--- src/rtl/mem_periph_pkg.sv ---
// Shared constants for the memory-mapped peripheral block: register offsets,
// TCON bit positions and register widths.
package mem_periph_pkg;

    localparam logic [31:0] OFF_TH      = 32'h0000_0000;
    localparam logic [31:0] OFF_TL      = 32'h0000_0004;
    localparam logic [31:0] OFF_TCON    = 32'h0000_0008;
    localparam logic [31:0] OFF_LED     = 32'h0000_000C;
    localparam logic [31:0] OFF_SWITCH  = 32'h0000_0010;
    localparam logic [31:0] OFF_DIGI    = 32'h0000_0014;
    localparam logic [31:0] OFF_SYSTICK = 32'h0000_0018;

    localparam int TCON_EN = 0;
    localparam int TCON_IE = 1;
    localparam int TCON_ST = 2;

    localparam int TCON_W   = 3;
    localparam int LED_W    = 8;
    localparam int SWITCH_W = 8;
    localparam int DIGI_W   = 12;

    localparam logic [31:0] TIMER_MAX = 32'hFFFF_FFFF;

endpackage

--- src/rtl/mem_periph_if.sv ---
// Load/store bus between the EX/MEM pipeline register and the peripheral block.
interface mem_periph_if;
    logic [31:0] addr;
    logic [31:0] wdata;
    logic        memrd;
    logic        memwr;
    logic [31:0] rdata;

    modport master (output addr, output wdata, output memrd, output memwr, input rdata);
    modport slave  (input addr, input wdata, input memrd, input memwr, output rdata);
endinterface

--- src/rtl/periph_timer.sv ---
// Reloading 32-bit timer: TH holds the reload value, TL counts, and TCON holds
// enable, interrupt enable and a sticky status bit.
module periph_timer
    import mem_periph_pkg::*;
(
    input  logic              clk,
    input  logic              reset,
    input  logic              wr_th,
    input  logic              wr_tl,
    input  logic              wr_tcon,
    input  logic [31:0]       wdata,
    output logic [31:0]       th,
    output logic [31:0]       tl,
    output logic [TCON_W-1:0] tcon,
    output logic              irqout
);

    logic [31:0]       th_r;
    logic [31:0]       tl_r;
    logic [TCON_W-1:0] tcon_r;
    logic              ovf_s;

    assign ovf_s = tcon_r[TCON_EN] && (tl_r == TIMER_MAX);

    // reload value register
    always_ff @(posedge clk or negedge reset) begin
        if (!reset)     th_r <= 32'h0;
        else if (wr_th) th_r <= wdata;
        else            th_r <= th_r;
    end

    // counter: a software write beats the reload and the increment
    always_ff @(posedge clk or negedge reset) begin
        if (!reset)                tl_r <= 32'h0;
        else if (wr_tl)            tl_r <= wdata;
        else if (ovf_s)            tl_r <= th_r;
        else if (tcon_r[TCON_EN])  tl_r <= tl_r + 32'h1;
        else                       tl_r <= tl_r;
    end

    // control/status: status is sticky until software rewrites TCON
    always_ff @(posedge clk or negedge reset) begin
        if (!reset)                           tcon_r <= {TCON_W{1'b0}};
        else if (wr_tcon)                     tcon_r <= wdata[TCON_W-1:0];
        else if (ovf_s && tcon_r[TCON_IE])    tcon_r[TCON_ST] <= 1'b1;
        else                                  tcon_r <= tcon_r;
    end

    assign th     = th_r;
    assign tl     = tl_r;
    assign tcon   = tcon_r;
    assign irqout = tcon_r[TCON_ST];

endmodule

--- src/rtl/mem_periph.sv ---
// Memory-mapped peripherals: timer, LEDs, seven-segment, switches and an
// optional free-running SYSTICK counter enabled by MEM_PERIPH_SYSTICK_EN.
module mem_periph
    import mem_periph_pkg::*;
#(
    parameter logic [31:0] BASE_ADDR = 32'h4000_0000
)
(
    input  logic                clk,
    input  logic                reset,
    mem_periph_if.slave         bus,
    input  logic [SWITCH_W-1:0] switch,
    output logic [LED_W-1:0]    led,
    output logic [DIGI_W-1:0]   digi,
    output logic                irqout
);

    localparam logic [31:0] A_TH      = BASE_ADDR + OFF_TH;
    localparam logic [31:0] A_TL      = BASE_ADDR + OFF_TL;
    localparam logic [31:0] A_TCON    = BASE_ADDR + OFF_TCON;
    localparam logic [31:0] A_LED     = BASE_ADDR + OFF_LED;
    localparam logic [31:0] A_SWITCH  = BASE_ADDR + OFF_SWITCH;
    localparam logic [31:0] A_DIGI    = BASE_ADDR + OFF_DIGI;
    localparam logic [31:0] A_SYSTICK = BASE_ADDR + OFF_SYSTICK;

    logic [31:0]         th_s;
    logic [31:0]         tl_s;
    logic [TCON_W-1:0]   tcon_s;
    logic [31:0]         systick_s;
    logic [31:0]         rdata_s;
    logic [LED_W-1:0]    led_r;
    logic [DIGI_W-1:0]   digi_r;
    logic [SWITCH_W-1:0] sw_meta_r;
    logic [SWITCH_W-1:0] sw_sync_r;
    logic                wr_th_s;
    logic                wr_tl_s;
    logic                wr_tcon_s;
    logic                wr_led_s;
    logic                wr_digi_s;

    // full-width compare, so unaligned addresses never hit a register
    assign wr_th_s   = bus.memwr && (bus.addr == A_TH);
    assign wr_tl_s   = bus.memwr && (bus.addr == A_TL);
    assign wr_tcon_s = bus.memwr && (bus.addr == A_TCON);
    assign wr_led_s  = bus.memwr && (bus.addr == A_LED);
    assign wr_digi_s = bus.memwr && (bus.addr == A_DIGI);

    periph_timer u_timer (
        .clk     (clk),
        .reset   (reset),
        .wr_th   (wr_th_s),
        .wr_tl   (wr_tl_s),
        .wr_tcon (wr_tcon_s),
        .wdata   (bus.wdata),
        .th      (th_s),
        .tl      (tl_s),
        .tcon    (tcon_s),
        .irqout  (irqout)
    );

    // LED and seven-segment output registers
    always_ff @(posedge clk or negedge reset) begin
        if (!reset) begin
            led_r  <= {LED_W{1'b0}};
            digi_r <= {DIGI_W{1'b0}};
        end else begin
            led_r  <= wr_led_s  ? bus.wdata[LED_W-1:0]  : led_r;
            digi_r <= wr_digi_s ? bus.wdata[DIGI_W-1:0] : digi_r;
        end
    end

    // two-flop synchronizer for the asynchronous board switches
    always_ff @(posedge clk or negedge reset) begin
        if (!reset) begin
            sw_meta_r <= {SWITCH_W{1'b0}};
            sw_sync_r <= {SWITCH_W{1'b0}};
        end else begin
            sw_meta_r <= switch;
            sw_sync_r <= sw_meta_r;
        end
    end

`ifdef MEM_PERIPH_SYSTICK_EN
    logic        wr_systick_s;
    logic [31:0] systick_r;

    assign wr_systick_s = bus.memwr && (bus.addr == A_SYSTICK);

    // free-running tick counter, wraps naturally at 32 bits
    always_ff @(posedge clk or negedge reset) begin
        if (!reset)            systick_r <= 32'h0;
        else if (wr_systick_s) systick_r <= bus.wdata;
        else                   systick_r <= systick_r + 32'h1;
    end

    assign systick_s = systick_r;
`else
    assign systick_s = 32'h0;
`endif

    // same-cycle read mux; reads always see the pre-write register value
    always_comb begin
        rdata_s = 32'h0;
        if (bus.memrd) begin
            case (bus.addr)
                A_TH:      rdata_s = th_s;
                A_TL:      rdata_s = tl_s;
                A_TCON:    rdata_s = {{(32-TCON_W){1'b0}}, tcon_s};
                A_LED:     rdata_s = {{(32-LED_W){1'b0}}, led_r};
                A_SWITCH:  rdata_s = {{(32-SWITCH_W){1'b0}}, sw_sync_r};
                A_DIGI:    rdata_s = {{(32-DIGI_W){1'b0}}, digi_r};
                A_SYSTICK: rdata_s = systick_s;
                default:   rdata_s = 32'h0;
            endcase
        end else begin
            rdata_s = 32'h0;
        end
    end

    assign bus.rdata = rdata_s;
    assign led       = led_r;
    assign digi      = digi_r;

endmodule

--- src/flat_wrapper.sv ---
// flat-port wrapper written by rule: the top's interface ports become plain ports
module mem_periph_flat import mem_periph_pkg::*;
#(
    parameter logic [31:0] BASE_ADDR = 32'h4000_0000
)
  (clk, reset, switch, led, digi, irqout, bus_addr, bus_wdata, bus_memrd, bus_memwr, bus_rdata);
  mem_periph_if bus_i ();
  input  logic clk;
  input  logic reset;
  input  logic [SWITCH_W-1:0] switch;
  output logic [LED_W-1:0] led;
  output logic [DIGI_W-1:0] digi;
  output logic irqout;
  input wire logic [$bits(bus_i.addr)-1:0] bus_addr;
  input wire logic [$bits(bus_i.wdata)-1:0] bus_wdata;
  input wire logic [$bits(bus_i.memrd)-1:0] bus_memrd;
  input wire logic [$bits(bus_i.memwr)-1:0] bus_memwr;
  output wire logic [$bits(bus_i.rdata)-1:0] bus_rdata;
  assign bus_i.addr = bus_addr;
  assign bus_i.wdata = bus_wdata;
  assign bus_i.memrd = bus_memrd;
  assign bus_i.memwr = bus_memwr;
  assign bus_rdata = bus_i.rdata;
  mem_periph #(.BASE_ADDR(BASE_ADDR)) u_core (.clk(clk), .reset(reset), .bus(bus_i), .switch(switch), .led(led), .digi(digi), .irqout(irqout));
endmodule
--- config.mk ---
export PLATFORM = sky130hd
export DESIGN_NAME = mem_periph_flat
export DESIGN_NICKNAME = d
export VERILOG_FILES = /design/src/rtl/mem_periph_pkg.sv /design/src/rtl/mem_periph_if.sv /design/src/rtl/periph_timer.sv /design/src/rtl/mem_periph.sv /design/src/flat_wrapper.sv
export SDC_FILE = /design/constraint.sdc
export NUM_CORES = 1
export LEC_CHECK = 0
export ABC_AREA = 1
export ABC_CLOCK_PERIOD_IN_PS = 1950
export CAP_MARGIN = 20
export CELL_PAD_IN_SITES_DETAIL_PLACEMENT = 1
export CELL_PAD_IN_SITES_GLOBAL_PLACEMENT = 1
export CORE_ASPECT_RATIO = 0.6
export CORE_MARGIN = 4
export CORE_UTILIZATION = 34
export CTS_CLUSTER_SIZE = 30
export DETAILED_ROUTE_END_ITERATION = 10
export GPL_ROUTABILITY_DRIVEN = 1
export PLACE_DENSITY_LB_ADDON = 0.1
export SYNTH_ARGS = -nofsm -noshare
export SYNTH_HDL_FRONTEND = slang
export SYNTH_SLANG_ARGS = --single-unit
export TNS_END_PERCENT = 1
--- constraint.sdc ---
create_clock -name clk -period 1.95 [get_ports clk]
set_input_delay 0.39 -clock clk [delete_from_list [all_inputs] [get_ports clk]]
set_output_delay 0.39 -clock clk [all_outputs]
set_load 0.05 [all_outputs]
; Word level (Yosys, flattened, before mapping)
; Cells that the tools add are included.
[classes]
addsub = 1
n_eq_ne = 7
n_mux = 7
reduce_logical = 9
[ops]
columns = cell, n
row1 = $eq 32x31->1 const B, 6
row2 = $pmux 32 s6, 1
row3 = $mux 32, 4
row4 = $add 32x1->32 const B, 1
row5 = $eq 32x32->1 const B, 1
row6 = $logic_and 1x1->1, 7
row7 = $mux 3, 1
row8 = $reduce_bool 3->1, 1
row9 = $reduce_bool 2->1, 1
row10 = $mux 1, 1
[word_totals]
register_bits = 103
inputBits = 76
wordCells = 32

; Depth between registers and ports, before layout
[depth]
ltp_word = 5
depth_mapped = 13
ltp_nobuf = 12

; Cells and area by module
; A second synthesis with hierarchy kept.
[hier_totals]
hier_cells = 930
area_unflattened_um2 = 6628.9
[modules_own_cells]
columns = mod, n_inst, cells_per_inst, area_per_inst_um2
row1 = periph_timer, 1, 583, 4231.6
row2 = mem_periph, 1, 347, 2397.3

; Least setup slack after synthesis
; Ideal clock, no wire load.
[synth_timing]
path_type = input to output
start = input bus_addr[15]
end = output bus_rdata[30]
arrival_time_ns = 2.129
setup_slack_ns = -0.569
stages = 10
n_path_buf = 1
path_cell_list = nor2_1 -> nand2_1 -> nor2_2 -> nand2_2 -> nor2_8 -> nand2_1 -> nand3_1 -> nand2_1 -> clkbuf_1 -> a21oi_1
[synth_between]
elab_chain_cells = 3
word_cells_on_any_way = 8
classes_between = 6 x eq/ne / 2 x mux
[synth_lines]
columns = item, line_no
row1 = from (decl), flat_wrapper.sv:14  ; input wire logic [$bits(bus_i.addr)-1:0] bus_addr;
row2 = $eq 32x31->1, mem_periph.sv:105  ; case (bus.addr)
row3 = $pmux 32 s6 *, mem_periph.sv:105
row4 = $mux 32 *, mem_periph.sv:104  ; if (bus.memrd) begin
row5 = to (decl), flat_wrapper.sv:18  ; output wire logic [$bits(bus_i.rdata)-1:0] bus_rdata;
; Every way passes the cells marked *; elsewhere a longest branch is shown, timed or not.

; Worst setup path in the final report
[layout_timing]
start = input bus_addr[13]
end = output bus_rdata[20]
; Same word-level chain as after synthesis.

==> flow_summary.yaml <==
outcome:
  status: "complete, but fails checks"
  violations: "negative setup slack"
pwr:
  power_frac_clock: 0.430
  p_sw_frac: 0.267
  seq_power_share: 0.488
  leakage_nw: 4.52
  switchingPower_mw: 1.18
  irDropWorstVdd_mv: 0.408
  p_per_area_mw_per_mm2: 437
  comb_power_share: 0.082
  p_int_mw: 3.24
detailed_routing:
  wl_per_cell_um: 20.0
  drt_iter0_drc: 567
  vias_per_cell: 5.31
  vias: 7308
  drt_wl_total_um: 27500
  route.detailed.drc: 0
  antenna_left: 0
  first_pass_iters: 5
worst_setup_path:
  slowest_delay_ps: 220
  worstReg2RegEnd: "u_core.u_timer.tl[11]"
  end_kind: "output port"
  criticalPathCategory: "input pin to output port"
  r2r_slack_ps: 80
  critPathMaxFanout: 5
  cp_num_buf_inv: 3
  cp_top_family: "simple AND/OR/NAND/NOR gates"
  cpMaxStageDelayCell: "clkbuf_16"
  start_kind: "input pin"
  crit_chain: "dlymetal6s2s_1 -> nor2_2 -> nand2_2 -> nor2_4 -> nand2_4 -> nor2_8 -> o21ai_2 -> nand3_2 -> nand2_8 -> clkbuf_16 -> a21oi_4 -> buf_12"
  worstPathRequired_ps: 1560
  arrival_ps: 2000
  worstReg2RegStart: "u_core.u_timer.tl[0]"
  reg2reg_depth: 10
cts:
  clock_latency_ps: 370
  cts.path.max_buffers: 2
  htreeDepth: 3
  clk_pin_slew_ps: 90
  clock_sinks: 103
  cts.root.buffer_cell: "clkbuf_16"
  numCtsBuffers: 9
  cts_tree: "done"
sta:
  finalClockSkew_ps: 12.9
  finalWorstSetupSlack_ps: -439
  setup_viol_count_final: 32
  whs_ps: 354
  fin_crit_ps: 2390
  grt_setup_unrepaired: "yes"
  max_freq_mhz: 419
  fin_crit_sh: 1.22
  tightest_slew_ps: 505
  drv_slew: 0
  relSlewSlack: 0.664
  finalHoldViolCount: 0
synthesis:
  yosysSeqAreaShare: 0.393
  async_flop_share: 1.00
  yosys-top-cells-area: "dfrtp_1, nand2_1, nand3_1, nor2_1, inv_1"
  ys_types: 33
  syn_area_per_cell_um2: 7.04
  syn_nets: 1008
  synth_edf_count: 0
  synth-main-ff-cell: "dfrtp_1"
  syn-cell-area_mm2: 0.00655
  yosys-top-cells-count: "nand2_1, nand3_1, dfrtp_1, nor2_1, inv_1"
  syn-instance-count: 931
  ys_warn_count: 0
  netlist.area_leader.share: 0.393
  ys_ff_latch: 103
  synth_top_area_cell: "dfrtp_1"
  yosysMostFrequentCell: "nand2_1"
finish:
  area_growth_pct: 54.1
  drive_gt1_frac: 0.286
  seq_area_mm2: 0.00258
  final_nets: 1202
  diodes: 0
  multi_input_area_mm2: 0.00388
  fin_cells: 1376
  fill_cells: 2282
grt:
  antenna_found_initial: 0
  grt_usage: 0.244
  grt_pass1_wl_um: 42100
  grt_pass1_vias: 7449
  grt_max_degree: 32
  grt-ovfl-total: 0
place:
  io_buffers: 128
  dp_hpwl_um: 20000
  dpl.cell_count: 1343
  gp_congestion: 0.956
worst_hold_path:
  whs_path_depth: 0
  min_from: "u_core.sw_meta_r[5]"
  holdPathEnd: "u_core.sw_sync_r[5]"
  hp-class: "flop to flop"
floorplan:
  rows: 39
  die_area_mm2: 0.0216
  die_w_um: 187
  io_pins: 129
  start_util: 0.345
  core_mm2: 0.0190
  fp.dieH_um: 116
run:
  drv_cap: 0
[how the worst max path moves through the flow]
stage	startpoint	endpoint	slack, ps	cells past startpoint
after CTS	bus_addr[7]	bus_rdata[12]	-670	12
final	bus_addr[13]	bus_rdata[20]	-440	12
after global placement	bus_addr[30]	bus_rdata[11]	-750	13
after detailed placement	bus_addr[30]	bus_rdata[7]	-800	12
after global routing	bus_addr[10]	bus_rdata[20]	-530	12
after floorplan	bus_addr[27]	bus_rdata[20]	-240	11
[area by class of cell]
type / instances / area share
sequential: 103 / 0.255
clock buffer: 9 / 0.0223
inverter: 95 / 0.0356
timing repair buffer: 232 / 0.264
clock inverter: 7 / 0.00793
tap: 246 / 0.0305
multi-input combinational: 684 / 0.384
[logic make-up after synthesis]
group / synth area share
simple gates: 0.400
buf+inv: 0.0976
compound gates: 0.0880
flops: 0.393
xor+xnor: 0.0187
fa+ha+maj: 0.00191
[repair_timing]
action / 4_1_cts / 5_1_grt
setup buffers: 4 / 6
hold endpoints to repair: 22 / 0
endpoints found under the setup margin: 110 / 109
gates resized for setup: 41 / 141
hold buffers: 1 / 0
gates cloned: 1 / 7
pin swaps: 18 / 44
[state kept, by name, indices dropped and copies added, names as in the netlist]
| name | cells |
|---|---|
| u_core.digi | 12 |
| u_core.led | 8 |
| u_core.sw_meta_r | 8 |
| u_core.sw_sync_r | 8 |
| u_core.u_timer.tcon | 3 |
| u_core.u_timer.th | 32 |
| u_core.u_timer.tl | 32 |
[cell usage in the layout, fill, tap and decap left out, types with 13 or more instances in the layout]
cell / n
nor2_2: 20
nand2_2: 17
clkbuf_16: 16
nand3_1: 116
clkdlybuf4s50_1: 42
buf_12: 48
buf_6: 14
inv_1: 86
nor2_4: 31
nor2_1: 59
dfrtp_1: 102
o21ai_1: 44
a21oi_4: 20
buf_4: 91
nand2_1: 233
nand3_2: 13
clkbuf_2: 17
o21ai_0: 24
nand4_1: 49
[power groups by stage]
stage	logic (mW)	clock network [mW]	registers (mW)
after global placement	0.338	0	2.20
final	0.363	1.90	2.16
after CTS	0.339	1.93	2.16
after detailed placement	0.342	0	2.20
after floorplan	0.0660	0	2.20
after global routing	0.393	2.02	2.16
[layer usage]
layer,track usage,part of all wire
met5,0,0
met4,0.0433,0.0063
met3,0.0494,0.067
met2,0.354,0.42
met1,0.378,0.51
[through the flow]
stage / cell area, µm² / setup slack, ps / TNS [ps] / power [mW] / util
floorplan: 6840 / -241 / -6850 / 2.26 / -
global placement: 9200 / -746 / -58240 / 2.54 / 0.485
detailed placement: 9200 / -803 / -64630 / 2.54 / 0.485
CTS: 9640 / -665 / -23030 / 4.42 / 0.508
global route: 10100 / -534 / -16820 / 4.57 / 0.532
finish: 10100 / -439 / -13030 / 4.42 / 0.532
[worst reg2reg max path, cell delays in order (launching register included)]
cell and delay [ps]:
dfrtp_1 390, ha_2 210, nand2_2 90, nor2_4 170, nand2_4 110, nor2_4 170, nand3_4 110, buf_12 170
or2_0 210, nand3_1 80, nand3_1 60
(Power assumes the default switching activity.)
